**src/rtl/line_stepper.sv**
```systemverilog
// Bresenham line stepper: loads two endpoints on set_new and emits one pixel
// per draw_enable until the end pixel is reached.
module line_stepper (
    input  logic       clk,
    input  logic       n_rst,
    input  logic       set_new,
    input  logic       draw_enable,
    input  logic [9:0] x0,
    input  logic [9:0] y0,
    input  logic [9:0] x1,
    input  logic [9:0] y1,
    output logic [9:0] x_out,
    output logic [9:0] y_out,
    output logic       done,
    output logic       busy
);

    typedef enum logic [1:0] {
        IDLE,
        DRAW,
        FIN
    } state_t;

    state_t            state_q, state_d;
    logic [9:0]        x_q, x_d, y_q, y_d;
    logic [9:0]        x1_q, x1_d, y1_q, y1_d;
    logic [10:0]       dx_q, dx_d;
    logic [10:0]       dy_q, dy_d;
    logic              sx_neg_q, sx_neg_d, sy_neg_q, sy_neg_d;
    logic signed [11:0] err_q, err_d;
    logic              done_q, done_d, busy_q, busy_d;

    logic [10:0]        adx, ady;
    logic signed [12:0] e2, dx_ext, dy_ext;
    logic signed [11:0] err_step;
    logic               step_x, step_y;
    logic [9:0]         x_step, y_step;

    always_comb begin
        state_d  = state_q;
        x_d      = x_q;
        y_d      = y_q;
        x1_d     = x1_q;
        y1_d     = y1_q;
        dx_d     = dx_q;
        dy_d     = dy_q;
        sx_neg_d = sx_neg_q;
        sy_neg_d = sy_neg_q;
        err_d    = err_q;

        adx = (x1 >= x0) ? {1'b0, x1 - x0} : {1'b0, x0 - x1};
        ady = (y1 >= y0) ? {1'b0, y1 - y0} : {1'b0, y0 - y1};

        // dx is non-negative and dy non-positive, so extend each accordingly
        e2     = $signed({err_q, 1'b0});
        dx_ext = $signed({2'b00, dx_q});
        dy_ext = $signed({{2{dy_q[10]}}, dy_q});
        step_x = (e2 >= dy_ext);
        step_y = (e2 <= dx_ext);

        err_step = err_q;
        if (step_x) err_step = err_step + $signed({dy_q[10], dy_q});
        if (step_y) err_step = err_step + $signed({1'b0, dx_q});

        x_step = x_q;
        y_step = y_q;
        if (step_x) x_step = sx_neg_q ? (x_q - 10'd1) : (x_q + 10'd1);
        if (step_y) y_step = sy_neg_q ? (y_q - 10'd1) : (y_q + 10'd1);

        if (set_new) begin
            x_d      = x0;
            y_d      = y0;
            x1_d     = x1;
            y1_d     = y1;
            dx_d     = adx;
            dy_d     = 11'd0 - ady;
            sx_neg_d = (x1 < x0);
            sy_neg_d = (y1 < y0);
            err_d    = $signed({1'b0, adx}) - $signed({1'b0, ady});
            state_d  = ((x0 == x1) && (y0 == y1)) ? FIN : DRAW;
        end else if (draw_enable && (state_q == DRAW)) begin
            x_d   = x_step;
            y_d   = y_step;
            err_d = err_step;
            if ((x_step == x1_q) && (y_step == y1_q)) state_d = FIN;
        end

        done_d = (state_d == FIN);
        busy_d = (state_d == DRAW);
    end

    always_ff @(posedge clk or negedge n_rst) begin
        if (!n_rst) begin
            state_q  <= IDLE;
            x_q      <= '0;
            y_q      <= '0;
            x1_q     <= '0;
            y1_q     <= '0;
            dx_q     <= '0;
            dy_q     <= '0;
            sx_neg_q <= 1'b0;
            sy_neg_q <= 1'b0;
            err_q    <= '0;
            done_q   <= 1'b0;
            busy_q   <= 1'b0;
        end else begin
            state_q  <= state_d;
            x_q      <= x_d;
            y_q      <= y_d;
            x1_q     <= x1_d;
            y1_q     <= y1_d;
            dx_q     <= dx_d;
            dy_q     <= dy_d;
            sx_neg_q <= sx_neg_d;
            sy_neg_q <= sy_neg_d;
            err_q    <= err_d;
            done_q   <= done_d;
            busy_q   <= busy_d;
        end
    end

    assign x_out = x_q;
    assign y_out = y_q;
    assign done  = done_q;
    assign busy  = busy_q;

endmodule

```
**config.mk**
```make
export PLATFORM = sky130hd
export DESIGN_NAME = line_stepper
export DESIGN_NICKNAME = d
export VERILOG_FILES = /design/src/rtl/line_stepper.sv
export SDC_FILE = /design/constraint.sdc
export NUM_CORES = 1
export LEC_CHECK = 0
export BUFFER_PORTS_ARGS = -buffer_cell sky130_fd_sc_hd__buf_4
export CORE_MARGIN = 2
export CORE_UTILIZATION = 35
export CTS_BUF_LIST = sky130_fd_sc_hd__clkbuf_8 sky130_fd_sc_hd__clkbuf_16
export CTS_CLUSTER_DIAMETER = 50
export CTS_CLUSTER_SIZE = 14
export DETAILED_ROUTE_END_ITERATION = 10
export SLEW_MARGIN = 20
export SYNTH_ARGS = -nofsm -noshare
export SYNTH_HDL_FRONTEND = slang
export SYNTH_SLANG_ARGS = --single-unit
```
**constraint.sdc**
```tcl
create_clock -name clk -period 4.4 [get_ports clk]
set_input_delay 0.44 -clock clk [delete_from_list [all_inputs] [get_ports clk]]
set_output_delay 0.44 -clock clk [all_outputs]
set_load 0.005 [all_outputs]
```
==> flow_summary_export.csv, run 1 <==
group,metric,value,unit
status,status,"finished clean",
finish,area_growth,25.4,%
floorplan,dieWidth,158,um
timing,layout_setup_ws,103,ps
route,vias_per_cell,5.24,
finish,fill_cells,2305,
route,antenna_left,0,
worst_setup_path,slowest_delay,390,ps
floorplan,initial_core_util,0.355,
grt,grt_pass1_wl,39200,um
clock_network,cts_made_buffers,9,
route,drc,0,
power_and_ir_drop,finalPower,6.71,mW
logic_synthesis,synthArstFlopShare,1.00,
worst_setup_path,crit_chain,"buf_6 -> inv_12 -> ha_4 -> inv_2 -> fa_2 -> a21o_1 -> a221oi_4 -> a21oi_4 -> o41ai_4 -> buf_4 -> mux2i_4 -> inv_2 -> ha_4 -> nor2b_4 -> o21ai_2 -> a21boi_2 -> o21ai_2 -> a21boi_4 -> o21ai_2 -> a21boi_2 -> o21a_1 -> or3_1 -> a31o_2",
clock_network,cts_tree,"done",
route,post_drt_wl_per_cell,17.1,um
grt,grt_overflow,0,
grt,track_usage,0.202,
placement,place.gp.congestion,0.925,
placement,port-buffer-count,65,
worst_setup_path,path_depth,23,
floorplan,die_area,24900,sq um
worst_setup_path,cp_common_cell,"o21ai_2",
clock_network,htree_levels,3,
logic_synthesis,yosys.area_share.simple,0.137,
clock_network,cts.clk_slew.worst_paths,70,ps
timing,fin_skew,7.94,ps
grt,grt_pass1_vias,7230,
job,cap_violations,0,
worst_setup_path,cp_num_buf_inv,5,
logic_synthesis,syn_area_per_cell,8.42,sq um
power_and_ir_drop,seqPwrFrac,0.166,
logic_synthesis,synth_area_leaders,"dfrtp_1 (24%), ha_1 (16%), xnor2_1 (4.9%), inv_1 (4.7%), o21ai_0 (4.4%)",
logic_synthesis,syn_inst,983,
power_and_ir_drop,p_leak,5.02,nW
route,drtPass1Iterations,5,
timing,worstMarginPinSlew,774,ps
logic_synthesis,synth.top_cell.area_share,0.239,
finish,fin_nets,1293,
placement,hpwl,19600,um
timing,hold_viol,0,
logic_synthesis,synth.net_count,1144,
power_and_ir_drop,switchingPower,3.08,mW
worst_setup_path,crit_path_start_kind,"primary input",
logic_synthesis,ys_seq_elements,79,
clock_network,cts_buffer_depth,2,
logic_synthesis,yosysTopAreaCell,"dfrtp_1",
route,drt_iter0_drc,471,
worst_setup_path,arrival,4550,ps
clock_network,cts_sinks,79,
power_and_ir_drop,power.internal,3.63,mW
power_and_ir_drop,ir_drop,0.272,mV
timing,finalSetupViolations,0,
timing,slew_headroom,0.484,
power_and_ir_drop,power_density,646,nW/um^2
power_and_ir_drop,power_switching_share,0.459,
finish,drive_above_1_share,0.231,
floorplan,dieHeight,158,um
floorplan,row_count,56,
worst_setup_path,worst-r2r-cell-count,20,
logic_synthesis,synth_cell_types,69,
worst_setup_path,cp.required,4650,ps
grt,antenna_found_initial,0,
finish,fin_area,10400,sq um
timing,drv_slew,0,
logic_synthesis,synth_ff_type,"dfrtp_1",
clock_network,insertion_delay,360,ps
clock_network,root_buffer,"clkbuf_16",
logic_synthesis,synth_edf_count,0,
logic_synthesis,synth-xor-area-share,0.0826,
logic_synthesis,yosysSeqAreaShare,0.239,
worst_setup_path,slowest_stage,"o41ai_4",
timing,period_needed,4300,ps
worst_setup_path,critical_path.top_delay_family,"compound AO/OA/AOI/OAI gates",
logic_synthesis,netlist_area,8280,sq um
power_and_ir_drop,pwr-share-clk,0.123,
floorplan,coreArea,23300,sq um
hold_path,hold_path_class,"in2async",
grt,grt_max_degree,63,
floorplan,io_pins,66,
logic_synthesis,synth_top_family_by_area,"compound AO/OA/AOI/OAI gates",
worst_setup_path,path_class,"in2reg",
timing,max_freq,233,MHz
timing,period_share,0.977,
placement,place_ws,-298,ps
logic_synthesis,synth-adder-area-share,0.185,
finish,n_antenna_cell,0,
worst_setup_path,path_max_fanout,3,
logic_synthesis,synthMuxAreaShare,0.0771,
logic_synthesis,yosysWarnings,0,
power_and_ir_drop,p_comb_frac,0.711,
route,routed-via-count,7630,
placement,place_area,9770,sq um
logic_synthesis,synth_compound_area_frac,0.218,
worst_setup_path,cp-end-kind,"register",
route,routed_wl,24900,um
==> cell families after synthesis <==
logic type               Yosys count
AO/OA/AOI/OAI                    279
XOR/XNOR                          78
adder cells (fa/ha/maj)          117
buffers and inverters            133
flip-flops                        79
multiplexers                      60
AND/OR/NAND/NOR                  237
==> metal layers <==
metal	global-route usage	routed length, um
met2	0.317	11200
met4	0.0675	690
met3	0.0285	988
met5	0	0
met1	0.286	12000
==> placed cells by master, fill, tap and decap left out, drive strengths merged, types with 18 or more instances in the layout <==
cell     n
nor2    67
mux2    27
inv    105
a21oi   70
a21o    18
ha     108
dfrtp   79
xor2    32
buf    168
xnor2   46
mux2i   33
o21ai   80
nand2   82
==> final timing paths <==
check	start	end	slack (ps)
setup / recovery	x1[0]	err_q[9]	100
hold / removal	n_rst	dx_q[8]	130
setup reg to reg	dy_q[8]	err_q[10]	210
hold reg to reg	y1_q[9]	y1_q[9]	530
max in group asynchronous	n_rst	sx_neg_q	3340
min in group clk	y0[9]	y_out[9]	310
==> timing repair <==
item	4_1_cts	5_1_grt
pin swaps	0	29
hold buffers	0	0
endpoints found under the setup margin	6	6
buffers inserted	1	13
gates resized for setup	2	37
==> power by group through the flow <==
| stage | logic (mW) | registers (mW) | clock network (mW) |
|---|---|---|---|
| detailed placement | 4.48 | 1.12 | 0 |
| global placement | 4.43 | 1.12 | 0 |
| floorplan | 3.08 | 1.09 | 0 |
| CTS | 4.54 | 1.11 | 0.833 |
| global route | 5.31 | 1.13 | 0.866 |
| finish | 4.77 | 1.11 | 0.827 |
==> flip-flops by register name, indices dropped and copies added, names as in the netlist, 2 cells and up <==
signal	cells
y_out	10
state_q	2
err_q	12
x_out	10
y1_q	10
dx_q	10
x1_q	10
dy_q	11
==> metrics by stage <==
step	hold slack (ps)	cells	util	TNS (ps)
after floorplan	144	983	-	-354
after global placement	511	1426	0.419	-532
after detailed placement	517	1426	0.419	-1220
after CTS	178	1443	0.433	0
after global routing	185	1456	0.445	-65.9
final	132	1456	0.445	0
==> final cells by class <==
class	count	area [sq um]	share of cell area
clock buffers	11	253	0.0244
clock inverters	5	63.8	0.00615
inverters	103	399	0.0385
multi-input cells	771	6020	0.580
flip-flops and latches	79	1980	0.190
well taps	319	399	0.0385
repair buffers	168	1270	0.122
==> Yosys cell counts, drive strengths merged (7+ instances only) <==
master  number
a211oi      12
a21o        18
a21oi       70
a31oi        8
buf          9
clkbuf      21
dfrtp       79
fa           9
ha         108
inv        103
mux2        27
mux2i       33
nand2       82
nand2b       7
nand3       12
nand4        9
nor2        67
nor2b       14
nor3        10
o211ai      10
o21a         7
o21ai       80
o21bai      12
o31ai        8
xnor2       46
xor2        32
==> worst reg2reg max path, cell delays in order (launching register included) <==
cell and delay, ps:
dfrtp_1 370, inv_1 60, ha_1 310, nand4_1 180, nor2_2 70, a221oi_2 290, o211ai_1 230, mux2i_4 230
mux2_2 370, ha_1 220, fa_2 350, a21o_1 180, a21oi_2 160, o21bai_1 100, a21oi_2 180, o21bai_1 90
a21oi_2 170, o21ai_0 110, o211a_1 140, xor2_1 180, a21oi_2 70
No activity file was read; power rests on OpenSTA's default activity.
==> inputs of run 2 (changes only) <==
--- a/config.mk
+++ b/config.mk
@@ -6,12 +6,16 @@
 export NUM_CORES = 1
 export LEC_CHECK = 0
 export BUFFER_PORTS_ARGS = -buffer_cell sky130_fd_sc_hd__buf_4
+export CELL_PAD_IN_SITES_DETAIL_PLACEMENT = 1
+export CELL_PAD_IN_SITES_GLOBAL_PLACEMENT = 1
 export CORE_MARGIN = 2
 export CORE_UTILIZATION = 35
 export CTS_BUF_LIST = sky130_fd_sc_hd__clkbuf_8 sky130_fd_sc_hd__clkbuf_16
 export CTS_CLUSTER_DIAMETER = 50
 export CTS_CLUSTER_SIZE = 14
 export DETAILED_ROUTE_END_ITERATION = 10
+export PLACE_DENSITY_LB_ADDON = 0.1
+export SKIP_CTS_REPAIR_TIMING = 1
 export SLEW_MARGIN = 20
 export SYNTH_ARGS = -nofsm -noshare
 export SYNTH_HDL_FRONTEND = slang
==> flow_summary_export.csv, run 2 (same netlist as run 1, synthesis figures left out) <==
group,metric,value,unit
status,status,"finished clean",
route,routed-via-count,7641,
route,routed_wl,27300,um
power_and_ir_drop,switchingPower,3.13,mW
route,routed.top_layer,"met4",
finish,area_growth,25.3,%
worst_setup_path,crit_path_start_kind,"register",
power_and_ir_drop,power.internal,3.64,mW
timing,period_share,0.965,
power_and_ir_drop,seqPwrFrac,0.163,
route,met1_length,13200,um
finish,drive_above_1_share,0.230,
power_and_ir_drop,p_comb_frac,0.727,
finish,reg_top3,"err_q (12), dy_q (11)",
floorplan,dieHeight,158,um
grt,grt_overflow,0,
route,met2_length,13300,um
worst_setup_path,path_class,"reg2reg",
placement,hpwl,22300,um
timing,max_freq,236,MHz
worst_setup_path,cp.required,4610,ps
power_and_ir_drop,p_leak,5.06,nW
clock_network,cts.clk_slew.worst_paths,60,ps
floorplan,dieWidth,158,um
clock_network,cts_tree,"done",
job,cap_violations,0,
timing,worstMarginPinSlew,877,ps
power_and_ir_drop,pwr-share-clk,0.110,
timing,slew_headroom,0.415,
clock_network,cts_buffer_depth,2,
finish,largest_reg_flops,12,
route,drt_iter0_drc,243,
worst_setup_path,cp-end-kind,"register",
timing,fin_skew,9.42,ps
placement,place.gp.congestion,0.859,
clock_network,insertion_delay,350,ps
placement,place_ws,-359,ps
placement,port-buffer-count,65,
route,drtPass1Iterations,4,
finish,final_common_cell,"buf_4",
floorplan,initial_core_util,0.355,
timing,period_needed,4250,ps
finish,fin_nets,1304,
grt,grt_pass1_wl,43000,um
finish,largest_register,"err_q",
floorplan,coreArea,23300,sq um
grt,antenna_found_initial,0,
grt,grt_max_degree,74,
timing,layout_setup_ws,155,ps
clock_network,cts_made_buffers,9,
clock_network,htree_levels,3,
timing,finalSetupViolations,0,
route,drc,0,
power_and_ir_drop,power_switching_share,0.463,
worst_setup_path,arrival,4460,ps
finish,fill_cells,2804,
route,antenna_left,0,
route,wl_met3,459,um
clock_network,root_buffer,"clkbuf_16",
finish,n_antenna_cell,0,
power_and_ir_drop,finalPower,6.77,mW
clock_network,cts_sinks,79,
placement,place_area,9890,sq um
floorplan,row_count,56,
floorplan,die_area,24900,sq um
grt,track_usage,0.225,
floorplan,io_pins,66,
route,vias_per_cell,5.21,
grt,grt_pass1_vias,8001,
route,post_drt_wl_per_cell,18.6,um
finish,fin_area,10400,sq um
power_and_ir_drop,ir_drop,0.233,mV
power_and_ir_drop,power_density,653,nW/um^2
hold_path,hold_path_class,"in2async",
worst_setup_path,path_max_fanout,3,
timing,hold_viol,0,
finish,layout_common_cells,"buf_4 (175), ha_1 (107), inv_1 (101)",
timing,drv_slew,0,
run 2: cell count changes in the layout (fill, tap and decap cells not counted), sizes merged:
cell      delta
buf         +11
clkinv       +3
clkbuf       -2
clkinvlp     -1
inv          -1
run 2: area by class of cell:
type,instances,area [sq um],area share
multi-input cells,771,5960,0.574
clock inverters,6,53.8,0.00519
inverters,103,399,0.0385
well taps,319,399,0.0385
repair buffers,179,1360,0.131
clock buffers,9,225,0.0217
flip-flops and latches,79,1980,0.191
run 2: power groups by stage:
stage	registers (mW)	clock network (mW)	logic (mW)
after floorplan	1.09	0	3.08
after global placement	1.11	0	4.61
after detailed placement	1.12	0	4.68
after CTS	1.11	0.758	4.73
after global routing	1.13	0.788	5.50
final	1.11	0.744	4.92
run 2: routing by layer:
metal,vias up,GRT usage
li1,3796,-
met4,0,0.0463
met3,27,0.0260
met2,72,0.390
met5,-,0
met1,3746,0.302
run 2: worst max-delay path: stages (launching register included):
cell and delay, ps:
dfrtp_1 340, inv_1 60, ha_1 270, nor2b_1 130
o211a_1 230, o211ai_1 280, o211ai_1 220, mux2i_4 240
mux2_4 330, ha_1 210, fa_2 360, a21o_1 180
a21oi_2 150, o21bai_1 80, a21oi_1 170, o21bai_1 150
a21oi_2 180, xnor2_1 140, o21ai_0 100, a21oi_1 210
o32ai_1 90
run 2: metrics by stage:
step	TNS (ps)	utilization	instances	hold slack, ps
finish	0	0.444	1466	177
detailed placement	-1130	0.424	1441	510
floorplan	-354	-	983	144
global route	-280	0.444	1466	232
global placement	-715	0.424	1441	495
CTS	-524	0.436	1456	198
run 2: path summary, 6_finish.rpt:
kind	from	endpoint	slack (ps)	cells after the start
max	dy_q[1]	err_q[8]	150	20
min	n_rst	dx_q[7]	180	1
max reg2reg	dy_q[1]	err_q[8]	150	20
min reg2reg	state_q[1]	state_q[1]	530	2
max in group asynchronous	n_rst	y1_q[7]	3330	2
min in group clk	x0[9]	x_out[9]	310	3
